[src/rtl/ps2_scancode_decoder_if.sv]
// Byte-in / event-out bus of the PS/2 scancode decoder.
// The master side supplies received bytes and pops events; the slave side is the decoder.
interface ps2_scancode_decoder_if;
    logic       CODE_VALID;
    logic [7:0] CODE;
    logic       CODE_ERR;
    logic       ev_valid;
    logic [9:0] ev_data;
    logic       ev_pop;

    modport master (
        output CODE_VALID, CODE, CODE_ERR, ev_pop,
        input  ev_valid, ev_data
    );

    modport slave (
        input  CODE_VALID, CODE, CODE_ERR, ev_pop,
        output ev_valid, ev_data
    );
endinterface

[src/rtl/ps2_scancode_decoder.sv]
// PS/2 set-2 scancode decoder: prefix FSM, arrow/space held state and a
// first-word-fall-through event FIFO of {ext, brk, code}.
//
// state     | meaning
// S_IDLE    | no prefix pending
// S_EXT     | E0 seen, waiting for code or F0
// S_BRK     | F0 seen, waiting for released code
// S_EXT_BRK | E0 F0 seen, waiting for released extended code
module ps2_scancode_decoder #(
    parameter int          FIFO_DEPTH = 4,
    parameter logic [15:0] TIMEOUT    = 16'd50000
) (
    input  logic                        CLK,
    input  logic                        RST,
    ps2_scancode_decoder_if.slave       bus,
    output logic [4:0]                  held,
    output logic                        overflow,
    output logic [7:0]                  err_count
);
    localparam int AW = $clog2(FIFO_DEPTH);

    localparam logic [1:0] S_IDLE    = 2'd0;
    localparam logic [1:0] S_EXT     = 2'd1;
    localparam logic [1:0] S_BRK     = 2'd2;
    localparam logic [1:0] S_EXT_BRK = 2'd3;

    logic [1:0]  state, state_nxt;
    logic [15:0] tmr_cnt;
    logic        timeout_hit;
    logic        push_req;
    logic [9:0]  push_ev;
    logic        is_prefix, is_ignored;
    logic [4:0]  key_hit;

    logic [9:0]  mem [FIFO_DEPTH];
    logic [AW:0] wr_ptr, rd_ptr;
    logic        fifo_empty, fifo_full, pop_eff, push_eff;

    assign is_prefix  = (bus.CODE == 8'hE0) || (bus.CODE == 8'hF0);
    assign is_ignored = (bus.CODE == 8'hAA) || (bus.CODE == 8'hFA) || (bus.CODE == 8'hFE) ||
                        (bus.CODE == 8'h00) || (bus.CODE == 8'hFF);

    assign timeout_hit = !bus.CODE_VALID && (state != S_IDLE) && (tmr_cnt == TIMEOUT - 16'd1);

    always_comb begin
        state_nxt = state;
        push_req  = 1'b0;
        push_ev   = '0;
        if (bus.CODE_VALID) begin
            if (bus.CODE_ERR) begin
                state_nxt = S_IDLE;
            end else begin
                case (state)
                    S_IDLE: begin
                        if (bus.CODE == 8'hE0)      state_nxt = S_EXT;
                        else if (bus.CODE == 8'hF0) state_nxt = S_BRK;
                        else if (!is_ignored) begin
                            push_req = 1'b1;
                            push_ev  = {2'b00, bus.CODE};
                        end
                    end
                    S_EXT: begin
                        if (bus.CODE == 8'hF0)      state_nxt = S_EXT_BRK;
                        else if (bus.CODE != 8'hE0) begin
                            state_nxt = S_IDLE;
                            push_req  = 1'b1;
                            push_ev   = {2'b10, bus.CODE};
                        end
                    end
                    S_BRK: begin
                        state_nxt = S_IDLE;
                        push_req  = !is_prefix;
                        push_ev   = {2'b01, bus.CODE};
                    end
                    default: begin
                        state_nxt = S_IDLE;
                        push_req  = !is_prefix;
                        push_ev   = {2'b11, bus.CODE};
                    end
                endcase
            end
        end else if (timeout_hit) begin
            state_nxt = S_IDLE;
        end
    end

    // One-hot held bit touched by the event being decoded: {SPACE, RIGHT, LEFT, DOWN, UP}
    always_comb begin
        key_hit = '0;
        if (push_ev[9]) begin
            key_hit[0] = (push_ev[7:0] == 8'h75);
            key_hit[1] = (push_ev[7:0] == 8'h72);
            key_hit[2] = (push_ev[7:0] == 8'h6B);
            key_hit[3] = (push_ev[7:0] == 8'h74);
        end else begin
            key_hit[4] = (push_ev[7:0] == 8'h29);
        end
    end

    assign fifo_empty = (wr_ptr == rd_ptr);
    assign fifo_full  = (wr_ptr[AW] != rd_ptr[AW]) && (wr_ptr[AW-1:0] == rd_ptr[AW-1:0]);
    assign pop_eff    = bus.ev_pop && !fifo_empty;
    assign push_eff   = push_req && (!fifo_full || pop_eff);

    assign bus.ev_valid = !fifo_empty;
    assign bus.ev_data  = mem[rd_ptr[AW-1:0]];

    always_ff @(posedge CLK) begin
        if (RST) begin
            state     <= S_IDLE;
            tmr_cnt   <= '0;
            wr_ptr    <= '0;
            rd_ptr    <= '0;
            held      <= '0;
            overflow  <= 1'b0;
            err_count <= '0;
        end else begin
            state <= state_nxt;
            if (bus.CODE_VALID || state == S_IDLE || timeout_hit) tmr_cnt <= '0;
            else                                                  tmr_cnt <= tmr_cnt + 16'd1;
            if (push_eff) wr_ptr <= wr_ptr + 1'b1;
            if (pop_eff)  rd_ptr <= rd_ptr + 1'b1;
            if (push_req && !push_eff) overflow <= 1'b1;
            // Held state follows the decoded event even when the FIFO drops it.
            if (push_req && (key_hit != '0)) begin
                if (push_ev[8]) held <= held & ~key_hit;
                else            held <= held | key_hit;
            end
            if (bus.CODE_VALID && bus.CODE_ERR && err_count != 8'hFF)
                err_count <= err_count + 8'd1;
        end
    end

    always_ff @(posedge CLK) begin
        if (push_eff) mem[wr_ptr[AW-1:0]] <= push_ev;
    end
endmodule

[src/flat_wrapper.sv]
// flat-port wrapper written by rule: the top's interface ports become plain ports
module ps2_scancode_decoder_flat 
#(
    parameter int          FIFO_DEPTH = 4,
    parameter logic [15:0] TIMEOUT    = 16'd50000
)
  (CLK, RST, held, overflow, err_count, bus_CODE_VALID, bus_CODE, bus_CODE_ERR, bus_ev_pop, bus_ev_valid, bus_ev_data);
  ps2_scancode_decoder_if bus_i ();
  input  logic CLK;
  input  logic RST;
  output logic [4:0] held;
  output logic overflow;
  output logic [7:0] err_count;
  input wire logic [$bits(bus_i.CODE_VALID)-1:0] bus_CODE_VALID;
  input wire logic [$bits(bus_i.CODE)-1:0] bus_CODE;
  input wire logic [$bits(bus_i.CODE_ERR)-1:0] bus_CODE_ERR;
  input wire logic [$bits(bus_i.ev_pop)-1:0] bus_ev_pop;
  output wire logic [$bits(bus_i.ev_valid)-1:0] bus_ev_valid;
  output wire logic [$bits(bus_i.ev_data)-1:0] bus_ev_data;
  assign bus_i.CODE_VALID = bus_CODE_VALID;
  assign bus_i.CODE = bus_CODE;
  assign bus_i.CODE_ERR = bus_CODE_ERR;
  assign bus_i.ev_pop = bus_ev_pop;
  assign bus_ev_valid = bus_i.ev_valid;
  assign bus_ev_data = bus_i.ev_data;
  ps2_scancode_decoder #(.FIFO_DEPTH(FIFO_DEPTH), .TIMEOUT(TIMEOUT)) u_core (.CLK(CLK), .RST(RST), .bus(bus_i), .held(held), .overflow(overflow), .err_count(err_count));
endmodule
[config.mk]
export PLATFORM = sky130hd
export DESIGN_NAME = ps2_scancode_decoder_flat
export DESIGN_NICKNAME = d
export VERILOG_FILES = /design/src/rtl/ps2_scancode_decoder_if.sv /design/src/rtl/ps2_scancode_decoder.sv /design/src/flat_wrapper.sv
export SDC_FILE = /design/constraint.sdc
export NUM_CORES = 1
export LEC_CHECK = 0
export BUFFER_PORTS_ARGS = -buffer_cell sky130_fd_sc_hd__buf_2
export CAP_MARGIN = 15
export CORE_ASPECT_RATIO = 1.4
export CORE_MARGIN = 10
export CORE_UTILIZATION = 58
export DETAILED_ROUTE_END_ITERATION = 10
export GPL_TIMING_DRIVEN = 0
export PLACE_DENSITY = 0.79
export SKIP_LAST_GASP = 1
export SLEW_MARGIN = 20
export SYNTH_ARGS = -nofsm -noshare
export SYNTH_HDL_FRONTEND = slang
export SYNTH_SLANG_ARGS = --single-unit
[constraint.sdc]
create_clock -name CLK -period 2.26 [get_ports CLK]
set_input_delay 0.113 -clock CLK [delete_from_list [all_inputs] [get_ports CLK]]
set_output_delay 0.113 -clock CLK [all_outputs]
set_load 0.01 [all_outputs]
==> flow_metrics.py <==
metrics = {
    "route": {
        "post_drt_wl_per_cell_microns": 15.83,
        "ant_nets": 0,
        "drt-vias-per-instance": 5.804,
        "drc": 0,
        "finalWirelength_microns": 6712,
        "firstDrtPassIters": 4,
        "vias": 2461,
        "drtIter0Drc": 108,
    },
    "place": {
        "dp_slack_ns": -0.09519,
        "numPlacedInstances": 409,
        "io_buffers": 33,
        "place_area_sq_mm": 0.003820,
        "place_hpwl_microns": 4975,
        "gp_congestion": 0.8495,
    },
    "die": {
        "die_area_sq_mm": 0.009732,
        "die_h_microns": 112.8,
        "rows": 33,
        "num_io_pins": 38,
        "core_area_sq_mm": 0.005904,
        "start_util": 0.6042,
        "fp.dieW_microns": 86.28,
    },
    "layout": {
        "areaGrowthSynthToFinish_pct": 12.84,
        "layout.cells.non_filler": 424,
        "utilization": 0.6817,
        "nets": 369,
        "diodes": 0,
        "postLayoutCellArea_sq_mm": 0.004025,
        "drive_gt1_frac": 0.2147,
    },
    "global_route": {
        "grt_pass1_vias": 2419,
        "antenna_found_initial": 0,
        "track_usage": 0.1448,
        "grt_pass1_wl_microns": 11250,
        "grt_max_degree": 15,
        "overflow": 0,
    },
    "sta": {
        "report.final.hold_viol_count": 0,
        "worst_pin_slew_ns": 0.7160,
        "layout_setup_ws_ns": 0.1182,
        "finalSetupTns_ns": 0,
        "relSlewSlack": 0.5206,
        "clock_skew_ns": 0.008543,
        "grt_setup_unrepaired": "false",
        "period_needed_ns": 2.142,
        "hold_slack_ns": 0.04456,
        "fin_crit_sh": 0.9477,
        "report.final.slew_viol_count": 0,
        "setup_violations": 0,
        "timing.fmax_mhz": 466.9,
    },
    "clocking": {
        "hold_buffers": 0,
        "cts-buffers-inserted": 9,
        "cts_tree": "done",
        "path_clk_slew_ns": 0.08,
        "clockRootBuffer": "clkbuf_8",
        "post_cts_buffers": 0,
        "insertion_delay_ns": 0.35,
        "clockBufferDepth": 2,
        "cts.sinks": 80,
        "htree_levels": 3,
    },
    "hold_path": {
        "worst_hold_path_type": "in2reg",
        "hold-path-cell-count": 3,
        "hold_path_startpoint": "bus_CODE[1]",
    },
    "logic_synthesis": {
        "synth_top_cell_area_share": 0.3367,
        "netlist_instances": 306,
        "syn_area_sq_mm": 0.003567,
        "ys_warn_count": 0,
        "synth_area_leaders": "edfxtp_1 34%, dfxtp_1 22%, mux4_2 6.3%",
        "async_flop_share": 0,
        "synth_edf_count": 40,
        "ys_ff_latch": 80,
        "synth_top_area_cell": "edfxtp_1",
        "synth.yosys.seq_area_share": 0.5612,
        "syn-num-nets": 326,
        "syn_avg_cell_area_sq_um": 11.66,
        "ys.flop_type": "edfxtp_1",
        "synth_cell_types": 46,
    },
    "pwr": {
        "leakage_nw": 1.429,
        "ir_drop_mv": 0.4790,
        "power_density_mw_per_mm2": 716.7,
        "p_total_mw": 2.885,
    },
    "critical_path": {
        "path_delay_family": "simple AND/OR/NAND/NOR gates",
        "rr_worst_depth": 5,
        "rr_endpoint": "u_core.mem[2][1]$_DFFE_PP_",
        "start_kind": "register",
        "critPathMaxFanout": 9,
        "crit_type": "reg2reg",
        "crit-reg2reg-launch": "u_core.state[1]$_SDFFE_PP0P_",
        "crit_path_end_kind": "register",
        "cp.arrival_ns": 2.24,
        "slowest_delay_ns": 0.55,
        "slowest_stage": "or4_4",
        "crit_required_ns": 2.36,
        "cp_cell_sequence": "or4_4 -> o2bb2a_4 -> a22oi_4 -> a21oi_1 -> and2_2",
        "critical_path_buf_inv_count": 0,
        "rrSetupSlack_ns": 0.12,
    },
    "job": {
        "cap_viol_max_count": 0,
    },
    "status": {
        "outcome": "finished, final reports clean",
    },
}
-- worst reg2reg max path, cell delays in order (launching register included) --
cell	delay [ns]
dfxtp_1	0.37
or4_4	0.55
o2bb2a_4	0.23
a22oi_4	0.32
a21oi_1	0.16
and2_2	0.27
-- synthesized netlist by cell type (2+ instances only) --
cell type,count
a211oi_1,3
a21oi_1,8
a41oi_1,3
and2_1,7
and3_1,3
buf_1,2
buf_2,2
clkbuf_1,4
dfxtp_1,40
edfxtp_1,40
ha_1,7
inv_1,11
mux2i_1,4
mux4_2,10
nand2_1,15
nand2b_1,4
nand3_1,17
nand3b_1,4
nand4_1,6
nand4b_1,3
nor2_1,45
nor2b_1,2
nor3_1,8
nor3b_1,3
nor4_1,4
o21ai_0,5
o31ai_1,2
or3_2,2
or4_4,2
xnor2_1,13
xor2_1,12
-- power by group --
part	switching, mW	internal, mW	leakage (nW)
combinational	0.149	0.136	0.624
clock	0.498	0.509	0.0933
sequential	0.0383	1.55	0.712
total	0.685	2.20	1.43
-- cells by family after synthesis --
group | Yosys count | share of synthesized area
xor+xnor | 25 | 0.06138
flops | 80 | 0.5612
buf+inv | 20 | 0.02385
simple gates | 134 | 0.1982
fa+ha+maj | 7 | 0.02455
mux | 15 | 0.07857
compound gates | 25 | 0.05226
-- routing by layer --
| metal | share of wire | GRT usage | up-vias |
|---|---|---|---|
| li1 | - | - | 1202 |
| met1 | 0.41 | 0.1541 | 1189 |
| met2 | 0.51 | 0.2486 | 58 |
| met3 | 0.054 | 0.04523 | 12 |
| met4 | 0.027 | 0.07584 | 0 |
| met5 | 0 | 0 | - |
-- placed cells by master (no fill, tap or decap), types with 5 or more instances in the layout --
master and count:
nand3_1 17, inv_1 11, nand2_1 15, nor2_1 45, dfxtp_1 40, buf_2 35
nor3_1 8, a21oi_1 8, edfxtp_1 40, mux4_2 10, xnor2_1 13, nand4_1 6
xor2_1 12, clkbuf_8 9, o21ai_0 5, ha_1 7
-- worst max-delay path by stage --
stage,startpoint,end,slack [ns],cells after the start
after floorplan,u_core.state[1]$_SDFFE_PP0P_,u_core.mem[0][0]$_DFFE_PP_,0.26,5
after global placement,bus_CODE[5],u_core.wr_ptr[2]$_SDFFE_PP0P_,-0.05,6
after detailed placement,bus_CODE[5],u_core.wr_ptr[2]$_SDFFE_PP0P_,-0.1,6
after CTS,u_core.state[1]$_SDFFE_PP0P_,u_core.wr_ptr[2]$_SDFFE_PP0P_,-0.0006,5
after global routing,u_core.state[1]$_SDFFE_PP0P_,u_core.mem[1][9]$_DFFE_PP_,0.04,5
final,u_core.state[1]$_SDFFE_PP0P_,u_core.mem[2][1]$_DFFE_PP_,0.12,5
-- sequential cells by signal, indices dropped and copies added, names as in the netlist, named ones only --
| register | cells |
|---|---|
| u_core.mem | 40 |
| u_core.rd_ptr | 3 |
| u_core.overflow | 1 |
| u_core.state | 2 |
| u_core.wr_ptr | 3 |
| u_core.err_count | 8 |
| u_core.tmr_cnt | 16 |
-- layout make-up --
cell class                 count  area (sq um)
clock inverter                 7         71.32
inverter                      11         41.29
clock buffer                   9         123.9
multi-input combinational    206          1494
timing repair buffer          33         165.2
fill                         451          1879
sequential                    80          2002
buffer                         8         40.04
tap                           70         87.58
-- what timing repair did --
action | in CTS | in global routing
setup endpoints to repair | 1 | 51
resized for setup | 0 | 7
gates cloned | 0 | 0
No activity file was read; power rests on OpenSTA's default activity.
